===== src/rtl/crypto_result_buffer_if.sv =====
// Result-path bundle between the crypto FU / commit logic and the result buffer.
// The slave modport is the buffer's view; master is the surrounding pipeline's view.
interface crypto_result_buffer_if #(
   parameter int unsigned XLEN        = 64,
   parameter int unsigned IdWidth     = 4,
   parameter int unsigned HartIdWidth = 1,
   parameter int unsigned Depth       = 4
);
   localparam int unsigned CntWidth = $clog2(Depth) + 1;

   logic                   alu_valid_i;
   logic [HartIdWidth-1:0] alu_hartid_i;
   logic [IdWidth-1:0]     alu_id_i;
   logic [XLEN-1:0]        alu_data_i;
   logic [4:0]             alu_rd_i;
   logic                   alu_we_i;

   logic                   commit_valid_i;
   logic [IdWidth-1:0]     commit_id_i;
   logic                   commit_kill_i;

   logic                   result_valid_o;
   logic                   result_ready_i;
   logic [HartIdWidth-1:0] result_hartid_o;
   logic [IdWidth-1:0]     result_id_o;
   logic [XLEN-1:0]        result_data_o;
   logic [4:0]             result_rd_o;
   logic                   result_we_o;

   logic                   issue_stall_o;
   logic [CntWidth-1:0]    count_o;
   logic                   overflow_o;

   modport master (
      output alu_valid_i, alu_hartid_i, alu_id_i, alu_data_i, alu_rd_i, alu_we_i,
      output commit_valid_i, commit_id_i, commit_kill_i,
      output result_ready_i,
      input  result_valid_o, result_hartid_o, result_id_o, result_data_o,
      input  result_rd_o, result_we_o,
      input  issue_stall_o, count_o, overflow_o
   );

   modport slave (
      input  alu_valid_i, alu_hartid_i, alu_id_i, alu_data_i, alu_rd_i, alu_we_i,
      input  commit_valid_i, commit_id_i, commit_kill_i,
      input  result_ready_i,
      output result_valid_o, result_hartid_o, result_id_o, result_data_o,
      output result_rd_o, result_we_o,
      output issue_stall_o, count_o, overflow_o
   );
endinterface


===== src/rtl/crypto_result_buffer.sv =====
// In-order result FIFO with commit-kill: push visible one cycle later, all outputs registered-state only.
// Backpressure via result_ready_i; killed heads drain one per cycle; full without pop drops and flags overflow.
module crypto_result_buffer #(
   parameter int unsigned XLEN           = 64,
   parameter int unsigned IdWidth        = 4,
   parameter int unsigned HartIdWidth    = 1,
   parameter int unsigned Depth          = 4,
   parameter int unsigned StallThreshold = 1
) (
   input logic                   clk_i,
   input logic                   rst_i,
   crypto_result_buffer_if.slave bus
);
   localparam int unsigned PtrWidth = $clog2(Depth);
   localparam int unsigned CntWidth = PtrWidth + 1;
   localparam logic [CntWidth-1:0] DepthCnt = CntWidth'(Depth);

   typedef struct packed {
      logic [HartIdWidth-1:0] hartid;
      logic [IdWidth-1:0]     id;
      logic [XLEN-1:0]        data;
      logic [4:0]             rd;
      logic                   we;
   } entry_t;

   entry_t              mem_q [Depth];
   logic [Depth-1:0]    killed_q;
   logic [PtrWidth-1:0] rd_ptr_q;
   logic [PtrWidth-1:0] wr_ptr_q;
   logic [CntWidth-1:0] count_q;
   logic                overflow_q;

   entry_t              head;
   entry_t              incoming;
   logic                head_occ;
   logic                head_vld;
   logic                deliver;
   logic                discard;
   logic                pop;
   logic                push;
   logic                drop;
   logic                kill;
   logic                full;
   logic [CntWidth-1:0] free_cnt;
   logic [PtrWidth-1:0] rel [Depth];
   logic [Depth-1:0]    occ;
   logic [Depth-1:0]    kill_hit;

   assign head = mem_q[rd_ptr_q];

   always_comb begin
      incoming        = '0;
      incoming.hartid = bus.alu_hartid_i;
      incoming.id     = bus.alu_id_i;
      incoming.data   = bus.alu_data_i;
      incoming.rd     = bus.alu_rd_i;
      incoming.we     = bus.alu_we_i;
   end

   always_comb begin
      head_occ = (count_q != '0);
      head_vld = head_occ && !killed_q[rd_ptr_q];
      deliver  = head_vld && bus.result_ready_i;
      discard  = head_occ && killed_q[rd_ptr_q];
      pop      = deliver || discard;
      full     = (count_q == DepthCnt);
      push     = bus.alu_valid_i && (!full || pop);
      drop     = bus.alu_valid_i && !push;
      kill     = bus.commit_valid_i && bus.commit_kill_i;
   end

   // Slot i is live when its distance from the read pointer is below the occupancy.
   always_comb begin
      for (int i = 0; i < Depth; i++) begin
         rel[i]      = PtrWidth'(i) - rd_ptr_q;
         occ[i]      = ({1'b0, rel[i]} < count_q);
         kill_hit[i] = kill && occ[i] && (mem_q[i].id == bus.commit_id_i);
      end
   end

   // A delivered head may also be marked killed here; it is popped anyway and
   // the slot's killed bit is rewritten on the next push into it.
   always_ff @(posedge clk_i) begin
      if (rst_i) begin
         for (int i = 0; i < Depth; i++) begin
            mem_q[i] <= '0;
         end
         killed_q   <= '0;
         rd_ptr_q   <= '0;
         wr_ptr_q   <= '0;
         count_q    <= '0;
         overflow_q <= 1'b0;
      end else begin
         for (int i = 0; i < Depth; i++) begin
            if (kill_hit[i]) begin
               killed_q[i] <= 1'b1;
            end
         end
         if (push) begin
            mem_q[wr_ptr_q]    <= incoming;
            killed_q[wr_ptr_q] <= kill && (bus.alu_id_i == bus.commit_id_i);
            wr_ptr_q           <= wr_ptr_q + PtrWidth'(1);
         end
         if (pop) begin
            rd_ptr_q <= rd_ptr_q + PtrWidth'(1);
         end
         count_q <= count_q + CntWidth'(push) - CntWidth'(pop);
         if (drop) begin
            overflow_q <= 1'b1;
         end
      end
   end

   assign free_cnt = DepthCnt - count_q;

   assign bus.result_valid_o  = head_vld;
   assign bus.result_hartid_o = head.hartid;
   assign bus.result_id_o     = head.id;
   assign bus.result_data_o   = head.data;
   assign bus.result_rd_o     = head.rd;
   assign bus.result_we_o     = head.we;
   assign bus.issue_stall_o   = (32'(free_cnt) <= StallThreshold);
   assign bus.count_o         = count_q;
   assign bus.overflow_o      = overflow_q;
endmodule


===== src/flat_wrapper.sv =====
// flat-port wrapper written by rule: the top's interface ports become plain ports
module crypto_result_buffer_flat 
#(
   parameter int unsigned XLEN           = 64,
   parameter int unsigned IdWidth        = 4,
   parameter int unsigned HartIdWidth    = 1,
   parameter int unsigned Depth          = 4,
   parameter int unsigned StallThreshold = 1
)
  (clk_i, rst_i, bus_alu_valid_i, bus_alu_hartid_i, bus_alu_id_i, bus_alu_data_i, bus_alu_rd_i, bus_alu_we_i, bus_commit_valid_i, bus_commit_id_i, bus_commit_kill_i, bus_result_ready_i, bus_result_valid_o, bus_result_hartid_o, bus_result_id_o, bus_result_data_o, bus_result_rd_o, bus_result_we_o, bus_issue_stall_o, bus_count_o, bus_overflow_o);
  crypto_result_buffer_if #(.XLEN(XLEN), .IdWidth(IdWidth), .HartIdWidth(HartIdWidth), .Depth(Depth)) bus_i ();
  input logic clk_i;
  input logic rst_i;
  input wire logic [$bits(bus_i.alu_valid_i)-1:0] bus_alu_valid_i;
  input wire logic [$bits(bus_i.alu_hartid_i)-1:0] bus_alu_hartid_i;
  input wire logic [$bits(bus_i.alu_id_i)-1:0] bus_alu_id_i;
  input wire logic [$bits(bus_i.alu_data_i)-1:0] bus_alu_data_i;
  input wire logic [$bits(bus_i.alu_rd_i)-1:0] bus_alu_rd_i;
  input wire logic [$bits(bus_i.alu_we_i)-1:0] bus_alu_we_i;
  input wire logic [$bits(bus_i.commit_valid_i)-1:0] bus_commit_valid_i;
  input wire logic [$bits(bus_i.commit_id_i)-1:0] bus_commit_id_i;
  input wire logic [$bits(bus_i.commit_kill_i)-1:0] bus_commit_kill_i;
  input wire logic [$bits(bus_i.result_ready_i)-1:0] bus_result_ready_i;
  output wire logic [$bits(bus_i.result_valid_o)-1:0] bus_result_valid_o;
  output wire logic [$bits(bus_i.result_hartid_o)-1:0] bus_result_hartid_o;
  output wire logic [$bits(bus_i.result_id_o)-1:0] bus_result_id_o;
  output wire logic [$bits(bus_i.result_data_o)-1:0] bus_result_data_o;
  output wire logic [$bits(bus_i.result_rd_o)-1:0] bus_result_rd_o;
  output wire logic [$bits(bus_i.result_we_o)-1:0] bus_result_we_o;
  output wire logic [$bits(bus_i.issue_stall_o)-1:0] bus_issue_stall_o;
  output wire logic [$bits(bus_i.count_o)-1:0] bus_count_o;
  output wire logic [$bits(bus_i.overflow_o)-1:0] bus_overflow_o;
  assign bus_i.alu_valid_i = bus_alu_valid_i;
  assign bus_i.alu_hartid_i = bus_alu_hartid_i;
  assign bus_i.alu_id_i = bus_alu_id_i;
  assign bus_i.alu_data_i = bus_alu_data_i;
  assign bus_i.alu_rd_i = bus_alu_rd_i;
  assign bus_i.alu_we_i = bus_alu_we_i;
  assign bus_i.commit_valid_i = bus_commit_valid_i;
  assign bus_i.commit_id_i = bus_commit_id_i;
  assign bus_i.commit_kill_i = bus_commit_kill_i;
  assign bus_i.result_ready_i = bus_result_ready_i;
  assign bus_result_valid_o = bus_i.result_valid_o;
  assign bus_result_hartid_o = bus_i.result_hartid_o;
  assign bus_result_id_o = bus_i.result_id_o;
  assign bus_result_data_o = bus_i.result_data_o;
  assign bus_result_rd_o = bus_i.result_rd_o;
  assign bus_result_we_o = bus_i.result_we_o;
  assign bus_issue_stall_o = bus_i.issue_stall_o;
  assign bus_count_o = bus_i.count_o;
  assign bus_overflow_o = bus_i.overflow_o;
  crypto_result_buffer #(.XLEN(XLEN), .IdWidth(IdWidth), .HartIdWidth(HartIdWidth), .Depth(Depth), .StallThreshold(StallThreshold)) u_core (.clk_i(clk_i), .rst_i(rst_i), .bus(bus_i));
endmodule

===== config.mk =====
export PLATFORM = sky130hd
export DESIGN_NAME = crypto_result_buffer_flat
export DESIGN_NICKNAME = d
export VERILOG_FILES = /design/src/rtl/crypto_result_buffer_if.sv /design/src/rtl/crypto_result_buffer.sv /design/src/flat_wrapper.sv
export SDC_FILE = /design/constraint.sdc
export NUM_CORES = 1
export LEC_CHECK = 0
export BUFFER_PORTS_ARGS = -buffer_cell sky130_fd_sc_hd__buf_2
export CORE_ASPECT_RATIO = 1.25
export CORE_UTILIZATION = 59
export CTS_CLUSTER_DIAMETER = 50
export DETAILED_ROUTE_END_ITERATION = 10
export GPL_ROUTABILITY_DRIVEN = 0
export PLACE_DENSITY = 0.89
export SYNTH_ARGS = -nofsm -noshare
export SYNTH_HDL_FRONTEND = slang
export SYNTH_SLANG_ARGS = --single-unit

===== constraint.sdc =====
create_clock -name clk_i -period 4.9 [get_ports clk_i]
set_input_delay 0.245 -clock clk_i [delete_from_list [all_inputs] [get_ports clk_i]]
set_output_delay 0.245 -clock clk_i [all_outputs]
set_load 0.005 [all_outputs]

==> out/metrics.cfg <==
[outcome]
status = completed

[die]
design.core.area_mm2 = 0.02365
row_count = 63
die_x_um = 140.8
die_h_um = 175.5
start_util_pct = 60.05
die-area_mm2 = 0.02470
ios = 166

[setup_path]
slowest_stage = a31o_4
worstPathMaxFanout = 62
cpLargestDelayFamily = compound AO/OA/AOI/OAI gates
path_common_cell = ha_1
crit_type = reg2reg
arrival_ps = 3620
path_buf_inv = 3
critical_path.max_stage_delay_ps = 880
critPathRequiredTime_ps = 5150
worstSetupEndpointType = flip-flop
crit_chain = inv_1 -> ha_1 -> ha_1 -> a21boi_0 -> o221ai_4 -> inv_4 -> a31o_4 -> buf_4
start_kind = flip-flop

[global_routing]
antenna_found_initial = 7
grt_max_degree = 76
grt_util_all_layers_pct = 23.87
grt_pass1_vias = 8279
gr-total-overflow = 0
grt_pass1_wl_um = 44420

[logic_synthesis]
synth_edf_count = 300
async_flop_share_pct = 0
ys_seq_area_share_pct = 65.42
syn_area_per_cell_um2 = 16.51
synth_top_area_cell = edfxtp_1
syn_nets = 960
synth.top_cell.area_share_pct = 63.44
syn-instance-count = 860
synth_area_mm2 = 0.01420
yosys-top-cells-area = edfxtp_1 63%, and2_1 13%, mux4_2 12%, dfxtp_1 2.0%, buf_6 1.7%
synthTopCellsByCount = 300 x and2_1, 300 x edfxtp_1, 76 x mux4_2
synth_seq_cells = 314
ys_types = 43
synth_ff_type = edfxtp_1
synth_warnings = 0

[place]
port_buffers = 165
place_inst = 1275
post-dp-hpwl_um = 16870

[final_layout]
fillers = 1522
utilization_pct = 68.21
syn2layout_area_growth_pct = 13.59
multi_input_area_mm2 = 0.004506
final-seq-area_mm2 = 0.009296
nets = 1123
drive_gt1_share_pct = 29.75
final_cells = 1339

[detailed_routing]
vias_per_cell = 5.780
via_count = 7740
firstDrtPassIters = 4
drt-initial-drc-count = 662
drc = 0
wire_per_inst_um = 21.46
ant_nets = 0
finalWirelength_um = 28740

[timing]
fmax_mhz = 296.4
slew_headroom_pct = 23.87
finalCritPeriodShare_pct = 68.86
rsz0062_at_grt = false
final_hold_viol_count = 0
slew_viol_final = 0
skew_ps = 8.784
fin_hold_ws_ps = 14.63
setup_viol = 0
period_minus_slack_ps = 3374
worst_slew_pin_slew_ps = 1142
fin_setup_tns_ps = 0

[cts]
cts_buffers = 30
clk_pin_slew_ps = 60
post_cts_resized = 0
cts.sinks = 314
cts_tree = yes
cts_max_level = 1
cts_root_buf = clkbuf_16
clk_latency_ps = 540
cts_buffer_depth = 3

[pwr]
p_per_area_mw_per_mm2 = 455.9
peakVddDrop_uv = 334.3
p_leak_uw = 0.006137

[hold_path]
hp-class = in2reg

[run]
maxCapViolCount = 0

## flip-flops by register name, summed over array words and instances (netlist names), named ones only
signal                 cells
u_core.bus.count_o         3
u_core.wr_ptr_q            2
u_core.bus.overflow_o      1
u_core.rd_ptr_q            2
u_core.killed_q            4
u_core.mem_q             300
## cell families (layout without fill, tap and decap cells)
kind of cell	count (synthesis)	in the layout	share of synthesized area [%]
buf+inv	65	247	2.969
other cells	0	5	0
compound gates	28	28	1.639
fa+ha+maj	15	15	1.375
flops	314	314	65.42
simple gates	336	336	14.88
xor+xnor	24	24	1.480
mux	78	78	12.24
## final cells by class
type,instances,share of cell area [%]
antenna,5,0.07757
clock buffer,37,4.949
clock inverter,14,0.5896
inverter,10,0.2482
multi-input combinational,481,27.93
sequential,314,57.64
tap,292,2.265
timing repair buffer,186,6.299
## worst paths after layout
path	slack, ps	cells after the start	end	startpoint
worst max-delay path	1530	8	u_core.mem_q[3][44]	u_core.bus.count_o[1]
worst max register to register	1530	8	u_core.mem_q[3][44]	u_core.bus.count_o[1]
worst min register to register	480	2	u_core.bus.overflow_o	u_core.bus.overflow_o
worst min-delay path	10	2	u_core.mem_q[2][13]	bus_alu_data_i[7]
## metal layers
metal  up-vias  global-route usage [%]  wire length, um
met1      3899                   28.71            10520
li1       3501                       -                -
met2       284                   43.51            15770
met3        50                   3.544             1754
met5         -                       0               38
met4         6                   8.786              653
## repair_timing
action | in CTS | in global routing
hold buffers | 8 | 0
buffers inserted | 0 | 0
hold endpoints to repair | 12 | 0
## power breakdown
part | total, uW | switching [uW] | internal [uW]
sequential | 3560 | 263 | 3300
clock | 2130 | 931 | 1200
combinational | 1660 | 774 | 888
total | 7350 | 1970 | 5390
## placed cells by master, fill, tap and decap left out, types with 2 or more instances in the layout
cell type      count
diode_2            5
a21oi_1            6
edfxtp_1         300
ha_1              14
o211ai_1           2
nand2_1            6
buf_4             12
clkbuf_1           6
xnor2_1            6
a221oi_2           2
nor3_1             5
nor2b_1            2
clkinv_2           4
nand2b_1           2
inv_1              8
buf_2            165
clkinv_1           8
a2111oi_0          2
a211oi_1           3
nor2_1            10
mux4_2            76
xor2_1            18
dlygate4sd3_1      8
and2_1           300
dfxtp_4            2
a41oi_1            2
o21ai_0            3
a221oi_1           2
dfxtp_1           12
clkbuf_16         31
nor4_4             3
or2_4              3
## through the flow
step                      worst slack (ps)  total power, uW  instance area, um^2
final                                 1526             7353                16130
after global routing                  1296             7659                16130
after CTS                             1496             7409                16120
after detailed placement              1503             5289                15140
after global placement                1618             5246                15140
after floorplan                      814.2             4665                14200
(Power assumes the default switching activity.)
